**src/rtl/pipe_stage_elastic.sv**
```systemverilog
// Elastic pipeline stage: valid/ready register slice with a 2-entry skid buffer and synchronous flush.
// Optional statistics counters are enabled by defining PIPE_STAT_CNT_EN.
module pipe_stage_elastic #(
    parameter int unsigned DATA_W   = 69,
    parameter int unsigned CTRL_W   = 6,
    parameter int unsigned CLR_DATA = 1
`ifdef PIPE_STAT_CNT_EN
    ,
    parameter int unsigned CNT_W    = 16
`endif
) (
    input  logic              CLK,
    input  logic              reset,
    input  logic              clr_sync,
    input  logic              in_valid,
    output logic              in_ready,
    input  logic [DATA_W-1:0] in_data,
    input  logic [CTRL_W-1:0] in_ctrl,
    output logic              out_valid,
    input  logic              out_ready,
    output logic [DATA_W-1:0] out_data,
    output logic [CTRL_W-1:0] out_ctrl,
    output logic [1:0]        occupancy
`ifdef PIPE_STAT_CNT_EN
    ,
    output logic [CNT_W-1:0]  stall_cnt,
    output logic [CNT_W-1:0]  flush_cnt
`endif
);

    typedef enum logic [1:0] {
        EMPTY = 2'd0,
        ONE   = 2'd1,
        FULL  = 2'd2
    } state_t;

    state_t            state;
    logic [DATA_W-1:0] skid_data;
    logic [CTRL_W-1:0] skid_ctrl;
    logic              acc;
    logic              take;

    assign acc       = in_valid & in_ready;
    assign take      = out_valid & out_ready;
    assign occupancy = state;

    // MAIN drives the outputs directly; main ctrl is zeroed whenever MAIN goes empty so bubbles are NOPs.
    always_ff @(posedge CLK or negedge reset) begin
        if (!reset) begin
            state     <= EMPTY;
            in_ready  <= 1'b1;
            out_valid <= 1'b0;
            out_data  <= '0;
            out_ctrl  <= '0;
            skid_data <= '0;
            skid_ctrl <= '0;
        end else if (clr_sync) begin
            state     <= EMPTY;
            in_ready  <= 1'b1;
            out_valid <= 1'b0;
            out_ctrl  <= '0;
            skid_ctrl <= '0;
            if (CLR_DATA != 0) begin
                out_data  <= '0;
                skid_data <= '0;
            end
        end else begin
            case (state)
                EMPTY: begin
                    if (acc) begin
                        state     <= ONE;
                        out_valid <= 1'b1;
                        out_data  <= in_data;
                        out_ctrl  <= in_ctrl;
                    end
                end
                ONE: begin
                    if (acc && take) begin
                        out_data <= in_data;
                        out_ctrl <= in_ctrl;
                    end else if (acc) begin
                        state     <= FULL;
                        in_ready  <= 1'b0;
                        skid_data <= in_data;
                        skid_ctrl <= in_ctrl;
                    end else if (take) begin
                        state     <= EMPTY;
                        out_valid <= 1'b0;
                        out_ctrl  <= '0;
                    end
                end
                FULL: begin
                    if (take) begin
                        state    <= ONE;
                        in_ready <= 1'b1;
                        out_data <= skid_data;
                        out_ctrl <= skid_ctrl;
                    end
                end
                default: begin
                    state     <= EMPTY;
                    in_ready  <= 1'b1;
                    out_valid <= 1'b0;
                    out_ctrl  <= '0;
                end
            endcase
        end
    end

`ifdef PIPE_STAT_CNT_EN
    // Saturating statistics; only reset clears them.
    always_ff @(posedge CLK or negedge reset) begin
        if (!reset) begin
            stall_cnt <= '0;
            flush_cnt <= '0;
        end else begin
            if (out_valid && !out_ready && (stall_cnt != '1))
                stall_cnt <= stall_cnt + CNT_W'(1);
            if (clr_sync && (state != EMPTY) && (flush_cnt != '1))
                flush_cnt <= flush_cnt + CNT_W'(1);
        end
    end
`endif

endmodule

```
**config.mk**
```make
export PLATFORM = sky130hd
export DESIGN_NAME = pipe_stage_elastic
export DESIGN_NICKNAME = d
export VERILOG_FILES = /design/src/rtl/pipe_stage_elastic.sv
export SDC_FILE = /design/constraint.sdc
export NUM_CORES = 1
export LEC_CHECK = 0
export BUFFER_PORTS_ARGS = -buffer_cell sky130_fd_sc_hd__buf_2
export CAP_MARGIN = 20
export CORE_MARGIN = 4
export CORE_UTILIZATION = 55
export DETAILED_ROUTE_END_ITERATION = 12
export GPL_TIMING_DRIVEN = 0
export PLACE_DENSITY = 0.81
export REMOVE_ABC_BUFFERS = 1
export SYNTH_ARGS = -nofsm -noshare
export SYNTH_HDL_FRONTEND = slang
export SYNTH_SLANG_ARGS = --single-unit
```
**constraint.sdc**
```tcl
create_clock -name CLK -period 4.8 [get_ports CLK]
set_clock_uncertainty 0.2 [all_clocks]
set_input_delay 0 -clock CLK [delete_from_list [all_inputs] [get_ports CLK]]
set_output_delay 0 -clock CLK [all_outputs]
set_load 0.05 [all_outputs]
```
Yosys cells after proc, flatten, opt, wreduce, memory -nomap -nowiden
Index checks and enable logic that the tools add are counted.
Cells by class
  equal/unequal tests: 15
  bitwise operators: 2
  reduce and logical (&&, ||, !) cells: 11
  muxes and demuxes: 36
Operator list (number)
  69-bit two-way mux: 7
  69-bit one-hot mux with 3 select lines: 1
  6-bit two-way mux: 9
  3-bit inequality test (second input constant): 7
  6-bit one-hot mux with 3 select lines: 1
  4-bit AND reduction: 4
  2-bit two-way mux: 6
  4-bit inequality test (second input constant): 3
  1-bit two-way mux: 9
  2-bit inequality test (second input constant): 3
  1-bit one-hot mux with 3 select lines: 2
  2-bit one-hot mux with 3 select lines: 1
  5-bit AND reduction: 1
  2-bit nonzero test: 2
  4-bit nonzero test: 1
  3-bit AND reduction: 1
  1-bit bitwise AND: 2
  2-bit by 1-bit == test with 1-bit output (second input constant): 1
  2-bit == test (second input constant): 1
  2-bit zero test: 1
  1-bit logical AND: 1
Storage, ports and cells
  word-level logic and storage cells: 71
  bits in registers: 154
  input bits: 80
  output and inout port bits: 79

Logic depth before layout (Yosys ltp)
Gate-level depths: netlist of the first run.
  depth in word-level cells: 6
  gate-level depth with buffers: 8
  gate-level depth less buffers: 4

Worst setup path before layout of the first run
Ideal clock, no wire load.
  path kind: register to register
  start point: register state[0] (netlist: occupancy[0])
  end point: register out_data[10]
  clock period less this slack: 2.163 ns
  slack: 2.637 ns
  arrival time: 1.828 ns
  path buffers: 3
  setup time: 0.135 ns
  cell stages (with the launch flop): 7
  data required time: 4.465 ns
  cell sequence: dfrtp_1 > buf_2 > a21bo_2 > a221oi_2 > buf_4 > buf_2 > o31ai_1
Between the ends
  cells in the longest elaborated chain, start to end: 3
  elaborated cells on any way between the ends: 10
  classes of those cells: eq/ne: 5; mux: 2; reduce/logical: 3
RTL lines
  start: declaration: line 37  | state_t state;
  start signal: assignment: line 50  | state <= EMPTY;
  start signal: assignment: line 58  | state <= EMPTY;
  start signal: assignment: line 71  | state <= ONE;
  2-bit by 1-bit == test with 1-bit output (tied with other cells): line 68  | case (state)
  3-bit inequality test (no line) (tied with other cells)
  4-bit AND reduction (no line) / 69-bit two-way mux (equally long branches)
  end signal: assignment: line 73  | out_data <= in_data;
  end signal: assignment: line 79  | out_data <= in_data;
  end signal: assignment: line 96  | out_data <= skid_data;
  end: declaration: line 21  | output logic [DATA_W-1:0] out_data,
Several ways; a longest one is shown, not always the timed one.
A chain may end at the register's enable or synchronous reset.

Worst setup path in the final report of the first run
  start point: register state[0] (netlist: occupancy[0])
  end point: register skid_data[28]
Between the ends
  cells in the longest elaborated chain, start to end: 3
RTL lines
  2-bit by 1-bit == test with 1-bit output: line 68
  2-bit nonzero test (no line)
  3-bit AND reduction (no line)
  end signal: assignment: line 84  | skid_data <= in_data;
  end: declaration: line 38  | logic [DATA_W-1:0] skid_data;
Every way passes these cells.

==> insert_results.sql, run 1 <==
INSERT INTO impl_metrics (metric_group, metric, value, unit) VALUES
('outcome', 'outcome', 'completed', ''),
('yosys', 'netlist_area', '0.00689', 'mm²'),
('global_routing', 'grt_start_max_net_pins', '106', ''),
('placed_design', 'detailed_placement_hpwl', '10900', 'µm'),
('worst_setup_path', 'critPathMostFrequentCell', 'sky130_fd_sc_hd__buf_16', ''),
('worst_setup_path', 'endpoint_type_of_the_worst_setup_path', 'flop', ''),
('drt', 'detail_route.first_pass.iterations', '5', ''),
('yosys', 'yosysTopAreaCellShare', '0.556', ''),
('placed_design', 'detailed_place.area', '0.00790', 'mm²'),
('worst_setup_path', 'critical_path_buf_inv_count', '3', ''),
('placed_design', 'place_congestion', '0.748', ''),
('worst_hold_path', 'min-delay-path-class', 'in -> reg', ''),
('global_routing', 'number_of_antenna_violations_at_the_first_check_in_global_routing', '1', ''),
('drt', 'viasPerCell', '5.65', ''),
('worst_setup_path', 'required', '4.97', 'ns'),
('floorplanning', 'dieArea', '0.0144', 'mm²'),
('drt', 'final_antenna_net_count', '0', ''),
('floorplanning', 'dieWidth', '120', 'µm'),
('worst_setup_path', 'worst_ep_arrival_time', '3.24', 'ns'),
('global_routing', 'grt_pass1_vias', '6899', ''),
('layout', 'final_layout_size_suffix_gt1_frac', '0.217', ''),
('timing', 'fin_crit', '3.07', 'ns'),
('worst_hold_path', 'min_from', 'in_data[21]', ''),
('clocking', 'cts_buffers', '17', ''),
('global_routing', 'grt.overflow.total', '0', ''),
('worst_setup_path', 'startpoint', 'occupancy[0]', ''),
('yosys', 'synth_area_leaders', 'sky130_fd_sc_hd__dfrtp_1 (56%), sky130_fd_sc_hd__nand2_1 (12%), sky130_fd_sc_hd__mux2i_1 (10%)', ''),
('clocking', 'post_cts_buffers', '0', ''),
('yosys', 'synth_cells', '689', ''),
('drt', 'drt-wirelength-per-cell', '18.2', 'µm'),
('global_routing', 'global_route_wire_length_before_repair', '33500', 'µm'),
('floorplanning', 'design.portCount', '159', ''),
('pwr', 'power.density', '409', 'mW/mm²'),
('yosys', 'synth_edf_count', '0', ''),
('timing', 'worst_slew_pin_slew', '0.899', 'ns'),
('clocking', 'clock_tree.buffer_depth', '2', ''),
('timing', 'unrepaired_setup_endpoints_after_global_routing', 'false', ''),
('timing', 'fmax', '326', 'MHz'),
('clocking', 'post_cts.resized_instances', '0', ''),
('layout', 'area_growth', '41.5', '%'),
('yosys', 'synth.ff_latch_count', '154', ''),
('drt', 'drtIter0Drc', '542', ''),
('layout', 'layout_commonest_cell', 'sky130_fd_sc_hd__nand2_1', ''),
('clocking', 'clock_root_buffer', 'sky130_fd_sc_hd__clkbuf_16', ''),
('layout', 'layout.filler_cells', '692', ''),
('timing', 'hold_ws', '0.168', 'ns'),
('yosys', 'ys_dominant_reg_cell', 'sky130_fd_sc_hd__dfrtp_1', ''),
('worst_setup_path', 'crit_slowest_cell', 'sky130_fd_sc_hd__nor3_4', ''),
('timing', 'timing.max_slew.rel_slack', '0.401', ''),
('clocking', 'clk_pin_slew_worst_paths', '0.06', 'ns'),
('flow_run', 'max_capacitance_violation_count', '0', ''),
('timing', 'timing_max_transition_violations_final', '0', ''),
('yosys', 'ys_async_sr_fraction', '1.00', ''),
('yosys', 'synth_warnings', '0', ''),
('pwr', 'ir_worst_vdd', '0.000235', 'V'),
('clocking', 'count_of_clock_tree_sinks', '154', ''),
('worst_setup_path', 'startpoint_of_the_most_critical_register_to_register_path', 'occupancy[0]', ''),
('worst_setup_path', 'cp_slowest_stage_delay', '0.69', 'ns'),
('floorplanning', 'start_util', '0.568', ''),
('layout', 'final_cell_mix', 'sky130_fd_sc_hd__nand2_1 (223), sky130_fd_sc_hd__buf_2 (156), sky130_fd_sc_hd__dfrtp_1 (153)', ''),
('timing', 'timing.final.setup_violations', '0', ''),
('worst_setup_path', 'worstSetupPathType', 'reg -> reg', ''),
('timing', 'final_hold_viol_count', '0', ''),
('layout', 'nets', '1021', ''),
('floorplanning', 'floorplan.core_area', '0.0121', 'mm²'),
('clocking', 'source_to_sink_clock_delay_at_the_later_pin_of_the_worst_skew_pair', '0.43', 'ns'),
('pwr', 'power.static_leakage', '4.41', 'nW'),
('drt', 'totalWireLength', '20400', 'µm'),
('yosys', 'netlist.top_cell.by_area', 'sky130_fd_sc_hd__dfrtp_1', ''),
('drt', 'drcViolationCount', '0', ''),
('yosys', 'yosys.cell_types.count', '28', '');
==> flip-flops by register name, indices dropped and copies added (netlist names) <==
name / count
in_ready: 1
occupancy: 2
out_ctrl: 6
out_data: 69
out_valid: 1
skid_ctrl: 6
skid_data: 69
==> synthesized netlist by cell type, types with 2 or more instances <==
cell	n
sky130_fd_sc_hd__nand2_1	224
sky130_fd_sc_hd__dfrtp_1	153
sky130_fd_sc_hd__a21oi_1	82
sky130_fd_sc_hd__mux2i_1	69
sky130_fd_sc_hd__o31ai_1	69
sky130_fd_sc_hd__clkbuf_1	21
sky130_fd_sc_hd__buf_2	20
sky130_fd_sc_hd__buf_4	18
sky130_fd_sc_hd__a22o_1	12
sky130_fd_sc_hd__and3b_1	2
sky130_fd_sc_hd__o21bai_1	2
==> worst min-delay path, cell delays in order <==
cell	delay (ns)
sky130_fd_sc_hd__dlygate4sd3_1	0.53
sky130_fd_sc_hd__buf_2	0.13
sky130_fd_sc_hd__nand2_1	0.05
sky130_fd_sc_hd__a21oi_1	0.05
==> cell type report <==
cell class | instances | area [µm²] | share of cell area
clock buffers | 25 | 485 | 0.0498
multi-input cells | 475 | 2740 | 0.281
diodes | 1 | 2.50 | 0.000257
clock inverters | 7 | 138 | 0.0141
well taps | 168 | 210 | 0.0216
repair buffers | 293 | 2310 | 0.237
flip-flops and latches | 154 | 3850 | 0.396
==> path summary, 6_finish.rpt <==
check	endpoint	slack (ns)	cells past startpoint
min in group asynchronous	out_data[43]	0.51	4
max in group asynchronous	out_data[33]	3.37	4
worst min-delay path	skid_data[21]	0.17	4
worst min register to register	out_data[62]	0.28	2
worst max register to register	skid_data[28]	1.73	7
worst max-delay path	skid_data[28]	1.73	7
==> cell families after synthesis <==
kind of cell           share of synthesized area
buffers and inverters                     0.0467
and+or+nand+nor                            0.133
AOI/OAI and AO/OA                          0.160
DFF                                        0.560
muxes                                      0.100
==> routing by layer <==
layer	vias to the layer above	global-route usage	part of all wire
met4	0	0.129	0.022
met3	51	0.0796	0.070
met1	3128	0.342	0.38
met2	281	0.513	0.53
li1	2883	-	-
met5	-	0	0
==> repair_timing <==
item | 4_1_cts | 5_1_grt
hold buffers | 120 | 0
endpoints found under the setup margin | 0 | 0
hold endpoints to repair | 305 | 0
==> stage by stage <==
step	util	power, mW	setup slack, ns	std cells	TNS (ns)
final	0.805	3.99	1.73	1123	0
after global routing	0.805	4.15	1.59	1123	0
after CTS	0.804	3.97	1.82	1122	0
after detailed placement	0.652	2.47	2.24	970	0
after global placement	0.625	2.43	-13.94	955	-996.35
after floorplan	-	2.16	-6.86	629	-485.29
==> power breakdown <==
group / leakage (nW) / switching, mW / internal, mW
clock network: 0.301 / 0.516 / 0.911
registers: 2.07 / 0.0892 / 1.43
logic: 2.04 / 0.710 / 0.331
No activity file was read; power rests on OpenSTA's default activity.
==> run 2: changes to the inputs <==
CORE_UTILIZATION = 54   (was 55)
PLACE_DENSITY = 0.8   (was 0.81)
clock period = 3.2 ns   (was 4.8 ns; I/O delays follow)
==> run 2 against run 1 <==
  * Clock power increased by 37%
  * First-iteration DRC count decreased by 18%
  * Maximum frequency decreased by 1.3%
  * Sequential cell count unchanged
  * Sequential power increased by 50%
  * Utilization decreased by 0.80 points
  * Combinational power increased by 52%
  * Final cell count increased by 0.18%
  * Critical path depth decreased by 1
  * Register-to-register slack got worse by 1.6 ns
  * Critical path type unchanged
  * Highest routed layer unchanged
==> insert_results.sql, run 2 (synthesized netlist as in run 1, its figures left out) <==
INSERT INTO impl_metrics (metric_group, metric, value, unit) VALUES
('layout', 'nets', '1024', ''),
('clocking', 'count_of_clock_tree_sinks', '154', ''),
('layout', 'biggestRegsByFlops', 'out_data: 69 flops, skid_data: 69 flops', ''),
('floorplanning', 'start_util', '0.562', ''),
('worst_setup_path', 'required', '3.35', 'ns'),
('floorplanning', 'dieHeight', '121', 'µm'),
('drt', 'totalWireLength', '20100', 'µm'),
('drt', 'drt-wirelength-per-cell', '17.9', 'µm'),
('clocking', 'clock_tree.buffer_depth', '2', ''),
('timing', 'setup_total_negative_slack', '0', 'ns'),
('clocking', 'cts_max_level', '4', ''),
('drt', 'viasPerCell', '5.70', ''),
('drt', 'overall_via_count_from_detail_route', '6408', ''),
('drt', 'drtIter0Drc', '446', ''),
('timing', 'fmax', '321', 'MHz'),
('floorplanning', 'dieWidth', '121', 'µm'),
('flow_run', 'max_capacitance_violation_count', '0', ''),
('worst_setup_path', 'worst_ep_arrival_time', '3.26', 'ns'),
('layout', 'design_area', '0.00977', 'mm²'),
('timing', 'timing.max_slew.rel_slack', '0.382', ''),
('worst_setup_path', 'worstSetupPathType', 'reg -> reg', ''),
('timing', 'unrepaired_setup_endpoints_after_global_routing', 'false', ''),
('timing', 'worst_slew_pin_slew', '0.927', 'ns'),
('global_routing', 'grt.overflow.total', '0', ''),
('floorplanning', 'design.portCount', '159', ''),
('global_routing', 'grt_pass1_vias', '6727', ''),
('clocking', 'post_cts.resized_instances', '0', ''),
('worst_setup_path', 'worstPathCellList', 'a21bo_2, nor3_4, nand2_1, dlygate4sd3_1, a21oi_1, dlygate4sd3_1', ''),
('floorplanning', 'dieArea', '0.0146', 'mm²'),
('pwr', 'power.density', '594', 'mW/mm²'),
('global_routing', 'global_route_wire_length_before_repair', '32800', 'µm'),
('timing', 'post-route-worst-setup-slack', '0.0892', 'ns'),
('layout', 'final_layout_size_suffix_gt1_frac', '0.218', ''),
('layout', 'layout_commonest_cell', 'sky130_fd_sc_hd__nand2_1', ''),
('placed_design', 'place_congestion', '0.755', ''),
('floorplanning', 'placementRows', '40', ''),
('placed_design', 'pre_cts_slack', '0.479', 'ns'),
('floorplanning', 'floorplan.core_area', '0.0123', 'mm²'),
('placed_design', 'detailed_placement_hpwl', '10800', 'µm'),
('layout', 'multi_input_comb_area', '0.00274', 'mm²'),
('pwr', 'power.static_leakage', '4.44', 'nW'),
('global_routing', 'number_of_antenna_violations_at_the_first_check_in_global_routing', '0', ''),
('timing', 'final_hold_viol_count', '0', ''),
('worst_setup_path', 'cp_slowest_stage_delay', '0.60', 'ns'),
('worst_setup_path', 'worstPathMaxFanout', '12', ''),
('outcome', 'outcome', 'completed', ''),
('clocking', 'clk_pin_slew_worst_paths', '0.06', 'ns'),
('worst_setup_path', 'crit_slowest_cell', 'sky130_fd_sc_hd__dlygate4sd3_1', ''),
('drt', 'drcViolationCount', '0', ''),
('clocking', 'clock_root_buffer', 'sky130_fd_sc_hd__clkbuf_16', ''),
('clocking', 'cts_tree', 'done', ''),
('worst_hold_path', 'min-delay-path-class', 'in -> reg', ''),
('layout', 'final_cell_mix', 'sky130_fd_sc_hd__nand2_1 (223), sky130_fd_sc_hd__buf_2 (156), sky130_fd_sc_hd__dfrtp_1 (153)', ''),
('global_routing', 'total_global_route_track_usage', '0.282', ''),
('timing', 'timing_max_transition_violations_final', '0', ''),
('placed_design', 'detailed_place.area', '0.00793', 'mm²'),
('clocking', 'source_to_sink_clock_delay_at_the_later_pin_of_the_worst_skew_pair', '0.42', 'ns'),
('global_routing', 'grt_start_max_net_pins', '89', ''),
('clocking', 'cts_buffers', '17', ''),
('drt', 'detail_route.first_pass.iterations', '7', ''),
('layout', 'antenna_cells', '0', ''),
('worst_setup_path', 'critPathLaunchType', 'flop', ''),
('drt', 'final_antenna_net_count', '0', ''),
('clocking', 'post_cts_buffers', '0', ''),
('layout', 'area_growth', '41.9', '%'),
('layout', 'utilization', '0.797', ''),
('pwr', 'ir_worst_vdd', '0.000348', 'V'),
('worst_setup_path', 'endpoint_type_of_the_worst_setup_path', 'flop', ''),
('placed_design', 'number_of_buffers_added_on_ports', '158', ''),
('timing', 'timing.final.setup_violations', '0', ''),
('worst_setup_path', 'critPathMostFrequentCell', 'sky130_fd_sc_hd__dlygate4sd3_1', ''),
('timing', 'fin_crit', '3.11', 'ns'),
('layout', 'final-seq-area', '0.00385', 'mm²'),
('timing', 'finalCritPeriodShare', '0.972', ''),
('layout', 'layout.filler_cells', '707', '');
==> run 2: path summary, 6_finish.rpt <==
| path | cells after the start | slack (ns) | endpoint | startpoint |
|---|---|---|---|---|
| max in group asynchronous | 4 | 1.85 | out_data[43] | reset |
| hold reg to reg | 2 | 0.27 | out_data[8] | out_data[8] |
| setup / recovery | 6 | 0.09 | skid_data[17] | occupancy[0] |
| min in group asynchronous | 4 | 0.56 | skid_data[22] | reset |
| setup reg to reg | 6 | 0.09 | skid_data[17] | occupancy[0] |
| hold / removal | 4 | 0.17 | skid_data[64] | in_data[64] |
==> run 2: area by class of cell <==
cell class,count,area share
Timing Repair Buffer,296,0.244
Multi-Input combinational cell,475,0.281
Tap cell,168,0.0215
Sequential cell,154,0.395
Clock buffer,25,0.0528
Clock inverter,7,0.00640
==> run 2: metal layers <==
layer  share of wire  track usage  up-vias
met5               0            0        -
met4           0.022        0.110        0
met3           0.065       0.0639       47
met2            0.52        0.499      283
met1            0.39        0.332     3184
li1                -            -     2894
==> run 2: through the flow <==
step | total power, mW | hold WS (ns) | cells
finish | 5.81 | 0.173 | 1125
global route | 6.04 | 0.186 | 1125
CTS | 5.79 | 0.153 | 1125
detailed placement | 3.72 | -0.162 | 969
global placement | 3.65 | 0.0459 | 955
floorplan | 3.23 | -0.496 | 629
==> run 2: critical path, delay by kind of cell (launching register included) <==
family	cells	cell delay [ns]
buf+inv	2	1.19
simple gates	2	0.65
flops	1	0.55
compound gates	2	0.45
==> run 2: what timing repair did <==
item | in CTS | in global routing
setup endpoints to repair | 0 | 1
endpoints found under the hold margin | 307 | 0
hold buffers | 124 | 0
==> run 2: where the power goes <==
| group | switching [mW] | leakage (nW) | total [mW] | internal (mW) |
|---|---|---|---|---|
| Combinational | 1.06 | 2.08 | 1.58 | 0.512 |
| Sequential | 0.132 | 2.07 | 2.28 | 2.14 |
| Clock | 0.769 | 0.289 | 1.96 | 1.19 |
| Total | 1.96 | 4.44 | 5.81 | 3.84 |
==> run 3: changes to the inputs <==
CORE_UTILIZATION = 40   (was 54)
PLACE_DENSITY = 0.62   (was 0.8)
==> run 3 against run 2 <==
  * Wire length is 13% lower
  * Global-route usage decreased by 9.8 points
  * Sequential power about the same
==> insert_results.sql, run 3 (synthesized netlist as in run 1, its figures left out) <==
INSERT INTO impl_metrics (metric_group, metric, value, unit) VALUES
('outcome', 'outcome', 'completed', ''),
('timing', 'hold_ws', '0.176', 'ns'),
('floorplanning', 'placementRows', '47', ''),
('layout', 'final_cell_mix', 'sky130_fd_sc_hd__nand2_1 (223), sky130_fd_sc_hd__buf_2 (156), sky130_fd_sc_hd__dfrtp_1 (153)', ''),
('timing', 'timing.final.setup_violations', '0', ''),
('timing', 'final_hold_viol_count', '0', ''),
('worst_setup_path', 'worstPathCellList', 'a21bo_2, nor3_4, buf_16, buf_16, buf_16, nand2_1, a21oi_1, dlygate4sd3_1', ''),
('floorplanning', 'dieArea', '0.0194', 'mm²'),
('pwr', 'power.density', '578', 'mW/mm²'),
('worst_setup_path', 'cp_slowest_stage_delay', '0.56', 'ns'),
('layout', 'biggestRegsByFlops', 'out_data: 69 flops, skid_data: 69 flops', ''),
('drt', 'overall_via_count_from_detail_route', '5826', ''),
('placed_design', 'place_congestion', '0.738', ''),
('worst_setup_path', 'critPathLaunchType', 'flop', ''),
('timing', 'timing.max_slew.rel_slack', '0.391', ''),
('clocking', 'post_cts.resized_instances', '0', ''),
('worst_setup_path', 'worst_ep_arrival_time', '3.07', 'ns'),
('drt', 'drtIter0Drc', '293', ''),
('flow_run', 'max_capacitance_violation_count', '0', ''),
('timing', 'worst_slew_pin_slew', '0.913', 'ns'),
('pwr', 'total_net_switching_power', '1.96', 'mW'),
('layout', 'design_area', '0.00990', 'mm²'),
('layout', 'final-seq-area', '0.00385', 'mm²'),
('worst_setup_path', 'crit_slowest_cell', 'sky130_fd_sc_hd__dlygate4sd3_1', ''),
('global_routing', 'grt.overflow.total', '0', ''),
('floorplanning', 'dieHeight', '139', 'µm'),
('worst_setup_path', 'worstSetupPathType', 'reg -> reg', ''),
('drt', 'totalWireLength', '17500', 'µm'),
('floorplanning', 'floorplan.core_area', '0.0167', 'mm²'),
('worst_hold_path', 'min-delay-path-class', 'in -> reg', ''),
('layout', 'layout.filler_cells', '1437', ''),
('worst_setup_path', 'required', '3.35', 'ns'),
('timing', 'timing_max_transition_violations_final', '0', ''),
('global_routing', 'grt_start_max_net_pins', '81', ''),
('worst_setup_path', 'endpoint_type_of_the_worst_setup_path', 'flop', ''),
('layout', 'layout_commonest_cell', 'sky130_fd_sc_hd__nand2_1', ''),
('global_routing', 'grt_pass1_vias', '5906', ''),
('clocking', 'clock_root_buffer', 'sky130_fd_sc_hd__clkbuf_16', ''),
('worst_setup_path', 'critPathMostFrequentCell', 'sky130_fd_sc_hd__buf_16', ''),
('drt', 'drt-wirelength-per-cell', '14.8', 'µm'),
('layout', 'final_layout_size_suffix_gt1_frac', '0.222', ''),
('clocking', 'clock_tree.buffer_depth', '2', ''),
('clocking', 'clk_pin_slew_worst_paths', '0.06', 'ns'),
('pwr', 'netSwitchingFraction', '0.343', ''),
('layout', 'multi_input_comb_area', '0.00274', 'mm²'),
('worst_setup_path', 'critical_path_buf_inv_count', '4', ''),
('timing', 'finalCritPeriodShare', '0.913', ''),
('clocking', 'source_to_sink_clock_delay_at_the_later_pin_of_the_worst_skew_pair', '0.41', 'ns'),
('timing', 'unrepaired_setup_endpoints_after_global_routing', 'false', ''),
('pwr', 'power.static_leakage', '4.46', 'nW'),
('drt', 'drcViolationCount', '0', ''),
('global_routing', 'number_of_antenna_violations_at_the_first_check_in_global_routing', '0', ''),
('pwr', 'power.share.combinational', '0.272', ''),
('floorplanning', 'start_util', '0.412', ''),
('clocking', 'cts_tree', 'done', ''),
('pwr', 'intPower', '3.77', 'mW'),
('worst_setup_path', 'worstPathMaxFanout', '18', ''),
('placed_design', 'detailed_placement_hpwl', '10700', 'µm'),
('drt', 'detail_route.first_pass.iterations', '7', ''),
('pwr', 'ir_worst_vdd', '0.000348', 'V'),
('drt', 'final_antenna_net_count', '0', ''),
('pwr', 'power_frac_seq', '0.394', ''),
('clocking', 'count_of_clock_tree_sinks', '154', ''),
('worst_setup_path', 'critical_path.top_delay_family', 'buffers and inverters', ''),
('drt', 'viasPerCell', '4.93', ''),
('global_routing', 'total_global_route_track_usage', '0.184', ''),
('global_routing', 'global_route_wire_length_before_repair', '29800', 'µm'),
('pwr', 'clkPwrFrac', '0.334', ''),
('floorplanning', 'dieWidth', '139', 'µm'),
('clocking', 'cts_max_level', '4', ''),
('placed_design', 'number_of_buffers_added_on_ports', '158', ''),
('clocking', 'cts_buffers', '17', ''),
('placed_design', 'detailed_place.area', '0.00807', 'mm²'),
('timing', 'fmax', '342', 'MHz'),
('floorplanning', 'design.portCount', '159', ''),
('layout', 'area_growth', '43.8', '%'),
('timing', 'fin_crit', '2.92', 'ns'),
('layout', 'antenna_cells', '0', ''),
('timing', 'setup_total_negative_slack', '0', 'ns'),
('layout', 'nets', '1028', '');
run 3: changes by cell type in the layout (fill, tap and decap cells not counted), sizes merged:
cell	change
inv	+2
dlygate4sd3	+1
clkinvlp	+4
buf	+3
clkbuf	-6
run 3: per-layer routing:
metal / track usage / up-vias / routed length, µm / share of wire
met5: 0 / - / 0 / 0
met3: 0.0476 / 13 / 800 / 0.046
met1: 0.251 / 2795 / 8170 / 0.47
met2: 0.297 / 124 / 8310 / 0.48
met4: 0.0463 / 0 / 169 / 0.0097
li1: - / 2894 / - / -
run 3: worst paths after layout:
| kind | startpoint | end | slack (ns) | cells past startpoint |
|---|---|---|---|---|
| min in group asynchronous | reset | skid_data[56] | 0.52 | 4 |
| min reg2reg | out_data[60] | out_data[60] | 0.27 | 2 |
| max in group asynchronous | reset | skid_data[12] | 1.90 | 4 |
| max | occupancy[0] | skid_data[17] | 0.28 | 8 |
| min | in_data[27] | skid_data[27] | 0.18 | 4 |
| max reg2reg | occupancy[0] | skid_data[17] | 0.28 | 8 |
run 3: power groups by stage:
stage / Clock [mW] / Sequential, mW / Combinational [mW]
final: 1.91 / 2.26 / 1.56
after global routing: 2.05 / 2.28 / 1.67
after CTS: 1.97 / 2.26 / 1.57
after detailed placement: 0 / 2.29 / 1.45
after global placement: 0 / 2.29 / 1.40
after floorplan: 0 / 2.77 / 0.460
run 3: final cells by class:
type,instances,share of cell area
Clock inverter,13,0.0123
Tap cell,220,0.0278
Sequential cell,154,0.389
Multi-Input combinational cell,475,0.277
Timing Repair Buffer,300,0.249
Clock buffer,19,0.0447
run 3: worst min-delay path: cells and delay by family:
family | cells | cell delay [ns]
buffers and inverters | 2 | 0.65
and+or+nand+nor | 1 | 0.05
AOI/OAI and AO/OA | 1 | 0.05
run 3: repair_timing:
action	4_1_cts	5_1_grt
endpoints found under the hold margin	307	0
hold buffers	125	0
buffers inserted	0	0
run 3: metrics by stage:
stage	setup WS, ns	power (mW)	instances	util
finish	0.278	5.73	1181	0.593
CTS	0.267	5.80	1181	0.593
global route	0.0962	6.01	1181	0.593
floorplan	-8.46	3.23	629	-
global placement	-17.51	3.69	1007	0.457
detailed placement	0.321	3.74	1024	0.483
